==> src/rtl/edge_mon_pkg.sv <==
// Shared types and defaults for the edge event monitor.
// State encoding is fixed: IDLE=0, ARMED=1, COUNT=2, DONE=3.
package edge_mon_pkg;

    localparam int unsigned DEFAULT_CNT_W = 8;

    typedef enum logic [1:0] {
        IDLE  = 2'd0,
        ARMED = 2'd1,
        COUNT = 2'd2,
        DONE  = 2'd3
    } mon_state_t;

endpackage

==> src/rtl/edge_monitor_detect.sv <==
// Edge detector: optional 2-flop input synchronizer (EDGE_SYNC_EN), d_prev,
// registered rise/fall pulses and the combinational rising-edge event re.
module edge_detect (
    input  logic clk,
    input  logic reset,
    input  logic din,
    output logic rise,
    output logic fall,
    output logic re
);

    logic din_s;
    logic d_prev;

`ifdef EDGE_SYNC_EN
    logic meta;

    always_ff @(posedge clk or posedge reset) begin
        if (reset) begin
            meta  <= 1'b0;
            din_s <= 1'b0;
        end else begin
            meta  <= din;
            din_s <= meta;
        end
    end
`else
    assign din_s = din;
`endif

    // d_prev resets low, so a level already high after reset reads as a rising edge
    always_ff @(posedge clk or posedge reset) begin
        if (reset) begin
            d_prev <= 1'b0;
            rise   <= 1'b0;
            fall   <= 1'b0;
        end else begin
            d_prev <= din_s;
            rise   <= din_s & ~d_prev;
            fall   <= ~din_s & d_prev;
        end
    end

    assign re = din_s & ~d_prev;

endmodule

==> src/rtl/edge_event_monitor.sv <==
// Edge event monitor: rise/fall pulses plus an armed rising-edge counter
// that raises done at TARGET edges. Optional input synchronizer: EDGE_SYNC_EN.
module edge_event_monitor
    import edge_mon_pkg::*;
#(
    parameter int unsigned CNT_W  = DEFAULT_CNT_W,
    parameter int unsigned TARGET = 4
) (
    input  logic             clk,
    input  logic             reset,
    input  logic             start,
    input  logic             clear,
    input  logic             din,
    output logic             rise,
    output logic             fall,
    output logic [CNT_W-1:0] edge_cnt,
    output logic [1:0]       state,
    output logic             done
);

    localparam logic [CNT_W-1:0] TARGET_C = CNT_W'(TARGET);
    localparam logic [CNT_W-1:0] ONE_C    = CNT_W'(1);

    logic             re;
    mon_state_t       state_q;
    mon_state_t       state_d;
    logic [CNT_W-1:0] cnt_q;
    logic [CNT_W-1:0] cnt_d;
    logic [CNT_W-1:0] cnt_inc;

    edge_detect u_detect (
        .clk   (clk),
        .reset (reset),
        .din   (din),
        .rise  (rise),
        .fall  (fall),
        .re    (re)
    );

    always_ff @(posedge clk or posedge reset) begin
        if (reset) begin
            state_q <= IDLE;
            cnt_q   <= '0;
        end else begin
            state_q <= state_d;
            cnt_q   <= cnt_d;
        end
    end

    assign cnt_inc = cnt_q + ONE_C;

    // Priority per edge: clear, then start (restart), then the rising-edge event
    always_comb begin
        state_d = state_q;
        cnt_d   = cnt_q;
        if (clear) begin
            state_d = IDLE;
            cnt_d   = '0;
        end else begin
            case (state_q)
                IDLE: begin
                    if (start) begin
                        state_d = ARMED;
                        cnt_d   = '0;
                    end
                end
                ARMED: begin
                    if (start) begin
                        state_d = ARMED;
                        cnt_d   = '0;
                    end else if (re) begin
                        cnt_d   = ONE_C;
                        state_d = (ONE_C == TARGET_C) ? DONE : COUNT;
                    end
                end
                COUNT: begin
                    if (start) begin
                        state_d = ARMED;
                        cnt_d   = '0;
                    end else if (re) begin
                        cnt_d = cnt_inc;
                        if (cnt_inc == TARGET_C) begin
                            state_d = DONE;
                        end
                    end
                end
                DONE: begin
                    state_d = DONE;
                end
                default: begin
                    state_d = IDLE;
                    cnt_d   = '0;
                end
            endcase
        end
    end

    assign edge_cnt = cnt_q;
    assign state    = state_q;
    assign done     = (state_q == DONE);

endmodule

==> config.mk <==
export PLATFORM = sky130hd
export DESIGN_NAME = edge_event_monitor
export DESIGN_NICKNAME = d
export VERILOG_FILES = /design/src/rtl/edge_mon_pkg.sv /design/src/rtl/edge_monitor_detect.sv /design/src/rtl/edge_event_monitor.sv
export SDC_FILE = /design/constraint.sdc
export NUM_CORES = 1
export LEC_CHECK = 0
export BUFFER_PORTS_ARGS = -buffer_cell sky130_fd_sc_hd__buf_2
export CORE_MARGIN = 3
export CORE_UTILIZATION = 52
export DETAILED_ROUTE_END_ITERATION = 10
export PLACE_DENSITY = 0.77
export SYNTH_ARGS = -nofsm -noshare
export SYNTH_HDL_FRONTEND = slang
export SYNTH_SLANG_ARGS = --single-unit
==> constraint.sdc <==
create_clock -name clk -period 2.4 [get_ports clk]
set_clock_uncertainty 0.05 [all_clocks]
set_input_delay 0.12 -clock clk [delete_from_list [all_inputs] [get_ports clk]]
set_output_delay 0.12 -clock clk [all_outputs]
set_load 0.01 [all_outputs]
==> run_results.csv, run 1 <==
group,metric,value,unit
critical_path,r2r_slack,390,ps
floorplanning,die_area,2170,um^2
drt,post_drt_via_cell_ratio,5.75,
pwr,power.share.clock,29.2,%
yosys,syn_nets,101,
sta,setup_viol,0,
drt,drt-initial-drc-count,29,
yosys,ys_warn_count,0,
floorplanning,start_util,56.1,%
floorplanning,io_pins,18,
yosys,synth_area_leaders,"dfrtp_1 38%, ha_1 7.3%, o21ai_1 6.4%",
yosys,ys_seq_elements,13,
critical_path,r2r-end,"edge_cnt[5]",
layout,area_growth,15.2,%
pwr,pwr_density_cell,486,nW/um^2
grt,grt_remaining_overflow,0,
critical_path,crit_chain,"inv_1 > ha_1 > or3_4 > a21oi_4 > nand2b_1 > o41ai_1",
clock_tree,cts_resized,0,
critical_path,crit_cells,6,
pwr,vdd_drop_max,385,uV
floorplanning,num_rows,14,
clock_tree,cts_buffer_depth,2,
grt,grt_pass1_vias,658,
critical_path,required,2510,ps
clock_tree,cts.clk_slew.worst_paths,80,ps
job,maxCapViolCount,0,
clock_tree,htree_levels,1,
placed_design,dpl.cell_count,122,
yosys,synth_edf_count,0,
yosys,ys_seq_area_share,38.1,%
placed_design,io_buffers,17,
yosys,avgSynthCellArea,9.39,um^2
layout,drive_gt1_share,29.5,%
sta,fmax,499,MHz
clock_tree,clock_latency,280,ps
sta,layout_setup_ws,394,ps
pwr,p_sw,146,uW
grt,grt_pass1_wl,2920,um
pwr,combinationalPowerShare,22.5,%
yosys,synth_top_cells_by_count,"13 x dfrtp_1, 11 x o21ai_1, 8 x nand2_1",
pwr,swShare,30.6,%
worst_hold_path,hold_path.class,"primary input to register",
pwr,power.leakage,0.000463,uW
pwr,internal_power,332,uW
drt,wl_per_cell,14.1,um
grt,grtUsageTotal,19.3,%
sta,worstMarginPinSlew,480,ps
critical_path,slowest_delay,440,ps
placed_design,hpwl,1390,um
drt,drc,0,
floorplanning,dieWidth,46.5,um
yosys,synth_largest_area_cell,"dfrtp_1",
critical_path,cp-endpoint,"edge_cnt[5]",
yosys,synthFlopType,"dfrtp_1",
drt,wirelength,1810,um
clock_tree,cts_made_buffers,3,
drt,vias,736,
run_status,status,"complete, no violations",
yosys,syn_inst,91,
critical_path,r2r_cells,6,
sta,period_share,83.6,%
critical_path,critical_path.slowest_cell,"or3_4",
clock_tree,cts_root_buf,"clkbuf_4",
clock_tree,clock_sinks,13,
clock_tree,cts_tree,"yes",
grt,grt_max_degree,14,
critical_path,cp_max_fo,13,
yosys,synth.most_common_cell,"dfrtp_1",
critical_path,crit_type,"register to register",
yosys,synth_area,855,um^2
yosys,yosys.area.top_type_share,38.1,%
layout,final_nets,123,
sta,slew_violations,0,
sta,tns,0,ps
layout,diodes,0,
layout,layout.cells.non_filler,128,
critical_path,crit_path_end_kind,"register",
sta,rsz0062_at_grt,"no",
sta,slew_headroom,68.0,%
critical_path,critPathArrivalTime,2120,ps
critical_path,r2r-start,"state[0]",
yosys,ys_types,32,
critical_path,crit_buf_inv,1,
drt,final_antenna_net_count,0,
pwr,power.total,478,uW
floorplanning,die_h,46.5,um
floorplanning,core_area,1520,um^2
critical_path,startpoint,"state[0]",
placed_design,place_congestion,0.835,
grt,grt_antenna_before_repair,0,
sta,finalHoldViolCount,0,
sta,fin_crit,2010,ps
yosys,synthArstFlopShare,100,%
drt,drt_pre_antenna_iters,4,
pwr,pwr-share-seq,48.3,%
placed_design,dp_slack,423,ps
critical_path,critPathLaunchType,"register",
critical_path,crit_family,"simple AND/OR/NAND/NOR gates",
## area by class of cell
cell class | instances | area (um^2)
flip-flops and latches | 13 | 325
repair buffers | 19 | 105
well taps | 16 | 20.0
clock buffers | 3 | 22.5
clock inverters | 1 | 5.00
fillers | 138 | 539
multi-input cells | 71 | 488
inverters | 5 | 18.8
## power groups by stage
stage	Sequential (uW)	Clock [uW]	Combinational, uW
floorplan	238	0	80.7
global placement	235	0	103
detailed placement	235	0	105
CTS	231	144	107
global route	233	157	118
finish	231	140	108
## stage by stage
step	instance area (um^2)	hold slack, ps	utilization, %
after floorplan	855	-53.0	-
final	985	173	64.6
after global routing	985	179	64.6
after detailed placement	937	125	61.5
after CTS	985	164	64.6
after global placement	937	107	61.5
## logic make-up (layout without fill, tap and decap cells)
| logic type | after synthesis | after routing | share of synthesized area, % |
|---|---|---|---|
| flops | 13 | 13 | 38.1 |
| buf+inv | 7 | 28 | 4.83 |
| compound gates | 27 | 27 | 22.5 |
| simple gates | 39 | 39 | 27.2 |
| fa+ha+maj | 5 | 5 | 7.32 |
## layout by cell type (no fill, tap or decap), types with 2 or more instances in the layout
| master | count |
|---|---|
| a21oi_1 | 4 |
| a21oi_4 | 2 |
| and3_1 | 2 |
| buf_2 | 17 |
| clkbuf_4 | 3 |
| dfrtp_1 | 13 |
| dlygate4sd3_1 | 2 |
| ha_1 | 5 |
| inv_1 | 5 |
| nand2_1 | 8 |
| nand2b_1 | 2 |
| nand3_1 | 4 |
| nand3_2 | 2 |
| nor2_1 | 7 |
| nor2b_1 | 2 |
| nor4_1 | 2 |
| o21ai_1 | 11 |
| o41ai_1 | 2 |
| or3_4 | 2 |
| or4_1 | 2 |
## flip-flops by register name, indices dropped and copies added, names as in the netlist
name	flops
u_detect.fall	1
edge_cnt	8
state	2
u_detect.d_prev	1
u_detect.rise	1
## worst register-to-register path: stages, from the launching register on
cell and delay (ps):
dfrtp_1 400, inv_1 90, ha_1 300, or3_4 440, a21oi_4 280, nand2b_1 220, o41ai_1 90
## timing repair
item	in CTS	in global routing
setup buffers	0	0
hold endpoints to repair	15	0
hold buffers	2	0
## worst min path at each step
| stage | start | endpoint | slack, ps | depth (start not counted) |
|---|---|---|---|---|
| after CTS | clear | edge_cnt[0] | 160 | 4 |
| final | clear | edge_cnt[0] | 170 | 4 |
| after global routing | clear | edge_cnt[0] | 180 | 4 |
| after detailed placement | reset | state[1] | 120 | 2 |
| after global placement | reset | u_detect.rise | 110 | 2 |
| after floorplan | reset | edge_cnt[0] | -50 | 1 |
## per-layer routing
| layer | share of wire (%) | global-route usage (%) | vias to the layer above |
|---|---|---|---|
| met3 | 4.3 | 3.52 | 2 |
| met2 | 50 | 31.6 | 19 |
| met5 | 0 | 0 | - |
| li1 | - | - | 369 |
| met1 | 45 | 24.4 | 346 |
| met4 | 0.94 | 8.52 | 0 |
No activity file was read; power rests on OpenSTA's default activity.
==> inputs of run 2 (changes only) <==
--- a/config.mk
+++ b/config.mk
@@ -5,11 +5,12 @@
 export SDC_FILE = /design/constraint.sdc
 export NUM_CORES = 1
 export LEC_CHECK = 0
+export ABC_AREA = 1
 export BUFFER_PORTS_ARGS = -buffer_cell sky130_fd_sc_hd__buf_2
 export CORE_MARGIN = 3
-export CORE_UTILIZATION = 52
+export CORE_UTILIZATION = 51
 export DETAILED_ROUTE_END_ITERATION = 10
-export PLACE_DENSITY = 0.77
+export PLACE_DENSITY = 0.76
 export SYNTH_ARGS = -nofsm -noshare
 export SYNTH_HDL_FRONTEND = slang
 export SYNTH_SLANG_ARGS = --single-unit
==> constraint.sdc (replaced) <==
create_clock -name clk -period 1.9 [get_ports clk]
set_clock_uncertainty 0.05 [all_clocks]
set_input_delay 0.095 -clock clk [delete_from_list [all_inputs] [get_ports clk]]
set_output_delay 0.095 -clock clk [all_outputs]
set_load 0.01 [all_outputs]
==> run 2 against run 1 <==
Against the previous run: synthesized area down 5.1%; core utilization up 4.7 points; combinational power up 52%; final cell count up 13%; critical path depth up 3; register-to-register slack worse by 200 ps.
==> run_results.csv, run 2 <==
group,metric,value,unit
floorplanning,io_pins,18,
grt,grtUsageTotal,18.8,%
yosys,synthAdderAreaFrac,7.72,%
pwr,power.share.clock,26.1,%
layout,largest_reg_flops,8,
placed_design,io_buffers,17,
pwr,vdd_drop_max,564,uV
critical_path,crit_buf_inv,2,
grt,grt_pass1_vias,665,
drt,wl_per_cell,11.1,um
clock_tree,clock_sinks,13,
yosys,yosys.area.top_type_share,40.1,%
drt,post_drt_via_cell_ratio,5.15,
job,maxCapViolCount,0,
yosys,syn_nets,116,
drt,dr_wl_met3,109,um
grt,grt_antenna_before_repair,0,
pwr,internal_power,426,uW
clock_tree,cts_tree,"yes",
sta,fin_crit,1710,ps
clock_tree,cts_made_buffers,3,
placed_design,hpwl,1330,um
floorplanning,dieWidth,45.9,um
clock_tree,htree_levels,1,
pwr,combinationalPowerShare,26.1,%
drt,final_antenna_net_count,0,
critical_path,required,2040,ps
worst_hold_path,hold_path.class,"primary input to register",
pwr,power.leakage,0.000502,uW
drt,drt-initial-drc-count,6,
layout,fill_cells,119,
drt,drt_pre_antenna_iters,6,
critical_path,crit_family,"simple AND/OR/NAND/NOR gates",
drt,drc,0,
run_status,status,"complete, no violations",
drt,wl_met2,762,um
drt,highest_layer,"met4",
layout,drive_gt1_share,28.5,%
layout,final_common_cell,"nand2_1",
yosys,ys_types,17,
clock_tree,cts.clk_slew.worst_paths,70,ps
clock_tree,clock_latency,270,ps
yosys,synth_xor_area_share,3.24,%
sta,slew_headroom,68.2,%
yosys,synthArstFlopShare,100,%
grt,grt_max_degree,14,
yosys,synth_area_leaders,"dfrtp_1 40%, nand2_1 9.7%, inv_1 7.9%",
sta,tns,0,ps
layout,regArea,325,um^2
sta,period_share,90.0,%
grt,grt_remaining_overflow,0,
yosys,ys_seq_area_share,40.1,%
floorplanning,core_area,1400,um^2
sta,setup_viol,0,
clock_tree,cts_buffer_depth,2,
sta,layout_setup_ws,189,ps
layout,area_growth,19.6,%
pwr,pwr_density_cell,647,nW/um^2
critical_path,slowest_delay,400,ps
critical_path,critical_path.slowest_cell,"dfrtp_1",
layout,diodes,0,
floorplanning,die_area,2100,um^2
critical_path,critPathLaunchType,"register",
critical_path,cp_max_fo,9,
placed_design,place_congestion,0.818,
sta,worstMarginPinSlew,476,ps
clock_tree,cts_root_buf,"clkbuf_4",
layout,multi_input_area,403,um^2
drt,wl_met1,721,um
floorplanning,start_util,58.0,%
sta,slew_violations,0,
yosys,synthSimpleGateAreaFrac,30.2,%
yosys,synth_top_family_by_area,"simple AND/OR/NAND/NOR gates",
pwr,p_sw,201,uW
yosys,ys_seq_elements,13,
pwr,swShare,32.1,%
yosys,syn_inst,106,
pwr,pwr-share-seq,47.8,%
floorplanning,die_h,45.9,um
sta,rsz0062_at_grt,"no",
sta,finalHoldViolCount,0,
sta,hold_slack,100,ps
placed_design,place_area,915,um^2
layout,layout_common_cells,"21 x nand2_1, 17 x inv_1, 17 x buf_2, 13 x dfrtp_1, 8 x nor2_1",
layout,final_nets,141,
drt,vias,747,
drt,wirelength,1610,um
yosys,synth_top_cells_by_count,"21 x nand2_1, 17 x inv_1, 13 x dfrtp_1",
yosys,synth_compound_area_share,8.49,%
critical_path,critPathArrivalTime,1850,ps
yosys,synthFlopType,"dfrtp_1",
yosys,synth.most_common_cell,"nand2_1",
yosys,synth_area,811,um^2
yosys,synth_largest_area_cell,"dfrtp_1",
yosys,synth.mux.area_fraction,0,%
placed_design,dp_slack,195,ps
sta,fmax,585,MHz
floorplanning,num_rows,13,
critical_path,crit_chain,"inv_1 > ha_1 > nor2_1 > o21ai_1 > nand2_4 > nand2_2 > inv_2 > nand3_2 > o22ai_1",
layout,final_cell_area,970,um^2
layout,final_util,69.3,%
yosys,avgSynthCellArea,7.65,um^2
yosys,ys_warn_count,0,
critical_path,crit_type,"register to register",
grt,grt_pass1_wl,2770,um
yosys,synth_edf_count,0,
critical_path,crit_path_end_kind,"register",
[run 2: cell types whose count changed after synthesis, moves of 5 or more]
cell / before / now
o22ai_1: 0 / 5
inv_1: 5 / 17
inv_2: 0 / 5
o21ai_1: 11 / 6
nand2_1: 8 / 21
nor3_1: 0 / 5
[run 2: power groups by stage]
stage | Clock (uW) | Combinational, uW | Sequential, uW
CTS | 171 | 157 | 301
finish | 164 | 164 | 300
detailed placement | 0 | 153 | 306
floorplan | 0 | 105 | 310
global placement | 0 | 148 | 305
global route | 187 | 190 | 302
[run 2: final cells by class]
| type | instances | share of cell area [%] |
|---|---|---|
| clock buffer | 3 | 2.32 |
| clock inverter | 1 | 0.516 |
| inverter | 22 | 8.52 |
| multi-input combinational | 71 | 41.5 |
| sequential | 13 | 33.5 |
| tap | 15 | 1.94 |
| timing repair buffer | 20 | 11.6 |
[run 2: worst min-delay path, delay by kind of cell]
| family | cells | cell delay [ps] |
|---|---|---|
| buf+inv | 1 | 110 |
| simple gates | 3 | 180 |
[run 2: logic make-up (layout without fill, tap and decap cells)]
| group | Yosys count | in the layout |
|---|---|---|
| adders and majority gates | 5 | 5 |
| buffers and inverters | 22 | 46 |
| DFF | 13 | 13 |
| and+or+nand+nor | 51 | 51 |
| xor gates and xnor gates | 3 | 3 |
| AOI/OAI and AO/OA | 12 | 12 |
[run 2: worst paths after layout]
path | startpoint | end | slack (ps) | depth (start not counted)
setup / recovery | state[0] | edge_cnt[7] | 190 | 9
hold / removal | clear | state[1] | 100 | 4
setup reg to reg | state[0] | edge_cnt[7] | 190 | 9
hold reg to reg | u_detect.d_prev | u_detect.rise | 400 | 1
max in group asynchronous | reset | edge_cnt[0] | 1150 | 3
min in group asynchronous | reset | edge_cnt[6] | 320 | 3
[run 2: per-layer routing]
metal,vias to the layer above,global-route usage [%]
met5,-,0
met4,0,5.11
met3,5,7.11
met2,23,29.4
met1,337,24.0
li1,382,-
[run 2: timing repair]
item,CTS,global route
gates resized for setup,0,0
hold buffers,2,0
hold endpoints to repair,16,0
setup buffers,0,1
setup endpoints to repair,0,3
[run 2: metrics by stage]
stage / total power, uW / std cells
after global routing: 679 / 145
after global placement: 453 / 138
final: 627 / 145
after CTS: 628 / 144
after floorplan: 415 / 106
after detailed placement: 459 / 138
==> inputs of run 3 (changes only) <==
--- a/config.mk
+++ b/config.mk
@@ -11,6 +11,8 @@
 export CORE_UTILIZATION = 51
 export DETAILED_ROUTE_END_ITERATION = 10
 export PLACE_DENSITY = 0.76
+export RECOVER_POWER = 100
+export SKIP_LAST_GASP = 1
 export SYNTH_ARGS = -nofsm -noshare
 export SYNTH_HDL_FRONTEND = slang
 export SYNTH_SLANG_ARGS = --single-unit
==> run 3 against run 2 <==
Against the previous run: core utilization decreased by 1.9 points; sequential cell count is the same; critical path depth is the same; cell area decreased by 2.7%; register-to-register slack about the same; clock-buffer cell count unchanged; critical endpoint unchanged; largest cell class unchanged.
==> run_results.csv, run 3 (synthesized netlist as in run 2, its figures left out) <==
group,metric,value,unit
run_status,status,"complete, no violations",
layout,area_growth,16.4,%
floorplanning,core_area,1400,um^2
critical_path,cp_max_fo,9,
clock_tree,htree_levels,1,
pwr,p_sw,201,uW
placed_design,place_congestion,0.818,
pwr,power.leakage,0.000448,uW
critical_path,crit_path_end_kind,"register",
clock_tree,clock_latency,280,ps
layout,final_common_cell,"nand2_1",
pwr,combinationalPowerShare,25.8,%
placed_design,hpwl,1330,um
layout,drive_gt1_share,16.2,%
critical_path,crit_type,"register to register",
floorplanning,start_util,58.0,%
floorplanning,die_area,2100,um^2
pwr,swShare,32.2,%
sta,worstMarginPinSlew,475,ps
pwr,internal_power,424,uW
floorplanning,num_rows,13,
grt,grtUsageTotal,18.8,%
pwr,power.share.clock,26.3,%
drt,wirelength,1620,um
pwr,vdd_drop_max,565,uV
layout,diodes,0,
clock_tree,cts_tree,"yes",
sta,hold_slack,98.9,ps
layout,fill_cells,130,
critical_path,required,2050,ps
drt,drt_pre_antenna_iters,4,
critical_path,slowest_delay,400,ps
sta,fmax,586,MHz
sta,slew_violations,0,
sta,period_share,89.8,%
layout,layout_common_cells,"22 x nand2_1, 17 x inv_1, 13 x dfrtp_1, 13 x clkbuf_1, 9 x nor2_1",
pwr,pwr-share-seq,47.9,%
grt,grt_max_degree,14,
sta,rsz0062_at_grt,"no",
grt,grt_pass1_vias,665,
critical_path,critPathArrivalTime,1850,ps
grt,grt_pass1_wl,2770,um
sta,finalHoldViolCount,0,
drt,drc,0,
worst_hold_path,hold_path.class,"primary input to register",
grt,grt_antenna_before_repair,0,
floorplanning,io_pins,18,
layout,final_nets,141,
sta,tns,0,ps
drt,vias,745,
grt,grt_remaining_overflow,0,
clock_tree,cts_buffer_depth,2,
sta,fin_crit,1710,ps
clock_tree,cts.clk_slew.worst_paths,70,ps
job,maxCapViolCount,0,
clock_tree,clock_sinks,13,
critical_path,crit_chain,"inv_1 > ha_1 > nor2_1 > o21ai_1 > nand2_4 > nand2_2 > inv_2 > nand3_2 > o22ai_1",
drt,post_drt_via_cell_ratio,5.14,
pwr,pwr_density_cell,662,nW/um^2
drt,drt-initial-drc-count,7,
floorplanning,die_h,45.9,um
floorplanning,dieWidth,45.9,um
clock_tree,cts_made_buffers,3,
drt,wl_per_cell,11.2,um
layout,largest_reg_flops,8,
critical_path,critical_path.slowest_cell,"dfrtp_1",
drt,final_antenna_net_count,0,
sta,slew_headroom,68.3,%
placed_design,io_buffers,17,
sta,setup_viol,0,
critical_path,critPathLaunchType,"register",
clock_tree,cts_root_buf,"clkbuf_4",
run 3: cell count changes in the layout (fill, tap and decap cells not counted):
cell,change
buf_2,-13
clkbuf_1,+13
buf_4,-1
clkbuf_4,+1
nand2_1,+1
nand2_2,-1
nand3_1,+1
nand3_2,-1
nor2_1,+1
nor2_2,-1
run 3: layout make-up:
class	count	area, um^2	area share [%]
multi-input cells	71	393	41.6
flip-flops and latches	13	325	34.5
repair buffers	20	96.3	10.2
inverters	22	82.6	8.75
clock buffers	3	22.5	2.39
well taps	15	18.8	1.99
clock inverters	1	5.00	0.531
run 3: metrics by stage:
stage	setup slack (ps)	utilization, %	power (uW)	area [um^2]	std cells
after CTS	172	68.8	628	962	144
after global routing	17.8	67.4	676	943	145
after detailed placement	195	65.4	459	915	138
after floorplan	330	-	415	811	106
after global placement	272	65.4	453	915	138
final	195	67.4	625	943	145
run 3: worst max-delay path, delay by kind of cell, from the launching register on:
family / cells / cell delay (ps)
AO/OA/AOI/OAI: 2 / 270
adder cells (fa/ha/maj): 1 / 230
buffers and inverters: 2 / 220
flip-flops: 1 / 400
AND/OR/NAND/NOR: 4 / 460
run 3: final timing paths:
path / from / end / slack [ps] / cells after the start
setup / recovery: state[0] / edge_cnt[7] / 190 / 9
hold / removal: clear / state[1] / 100 / 4
setup reg to reg: state[0] / edge_cnt[7] / 190 / 9
hold reg to reg: u_detect.d_prev / u_detect.rise / 400 / 1
max in group asynchronous: reset / edge_cnt[0] / 1160 / 3
min in group asynchronous: reset / edge_cnt[6] / 320 / 3
run 3: layer usage:
layer	GRT usage, %	share of wire (%)	wire length (um)	vias up
met5	0	0	0	-
met4	5.11	0.99	16	0
met3	7.11	6.8	110	5
met2	29.4	47	765	23
met1	24.0	45	724	334
li1	-	-	-	383
run 3: timing repair:
item	4_1_cts	5_1_grt
resized for setup	0	0
hold buffers	2	0
buffers inserted	0	1
setup endpoints to repair	0	3
endpoints found under the hold margin	16	0
run 3: power by group through the flow:
stage | Combinational, uW | Sequential (uW) | Clock, uW
after detailed placement | 153 | 306 | 0
after CTS | 157 | 301 | 171
after global routing | 187 | 302 | 187
after global placement | 148 | 305 | 0
after floorplan | 105 | 310 | 0
final | 161 | 299 | 165
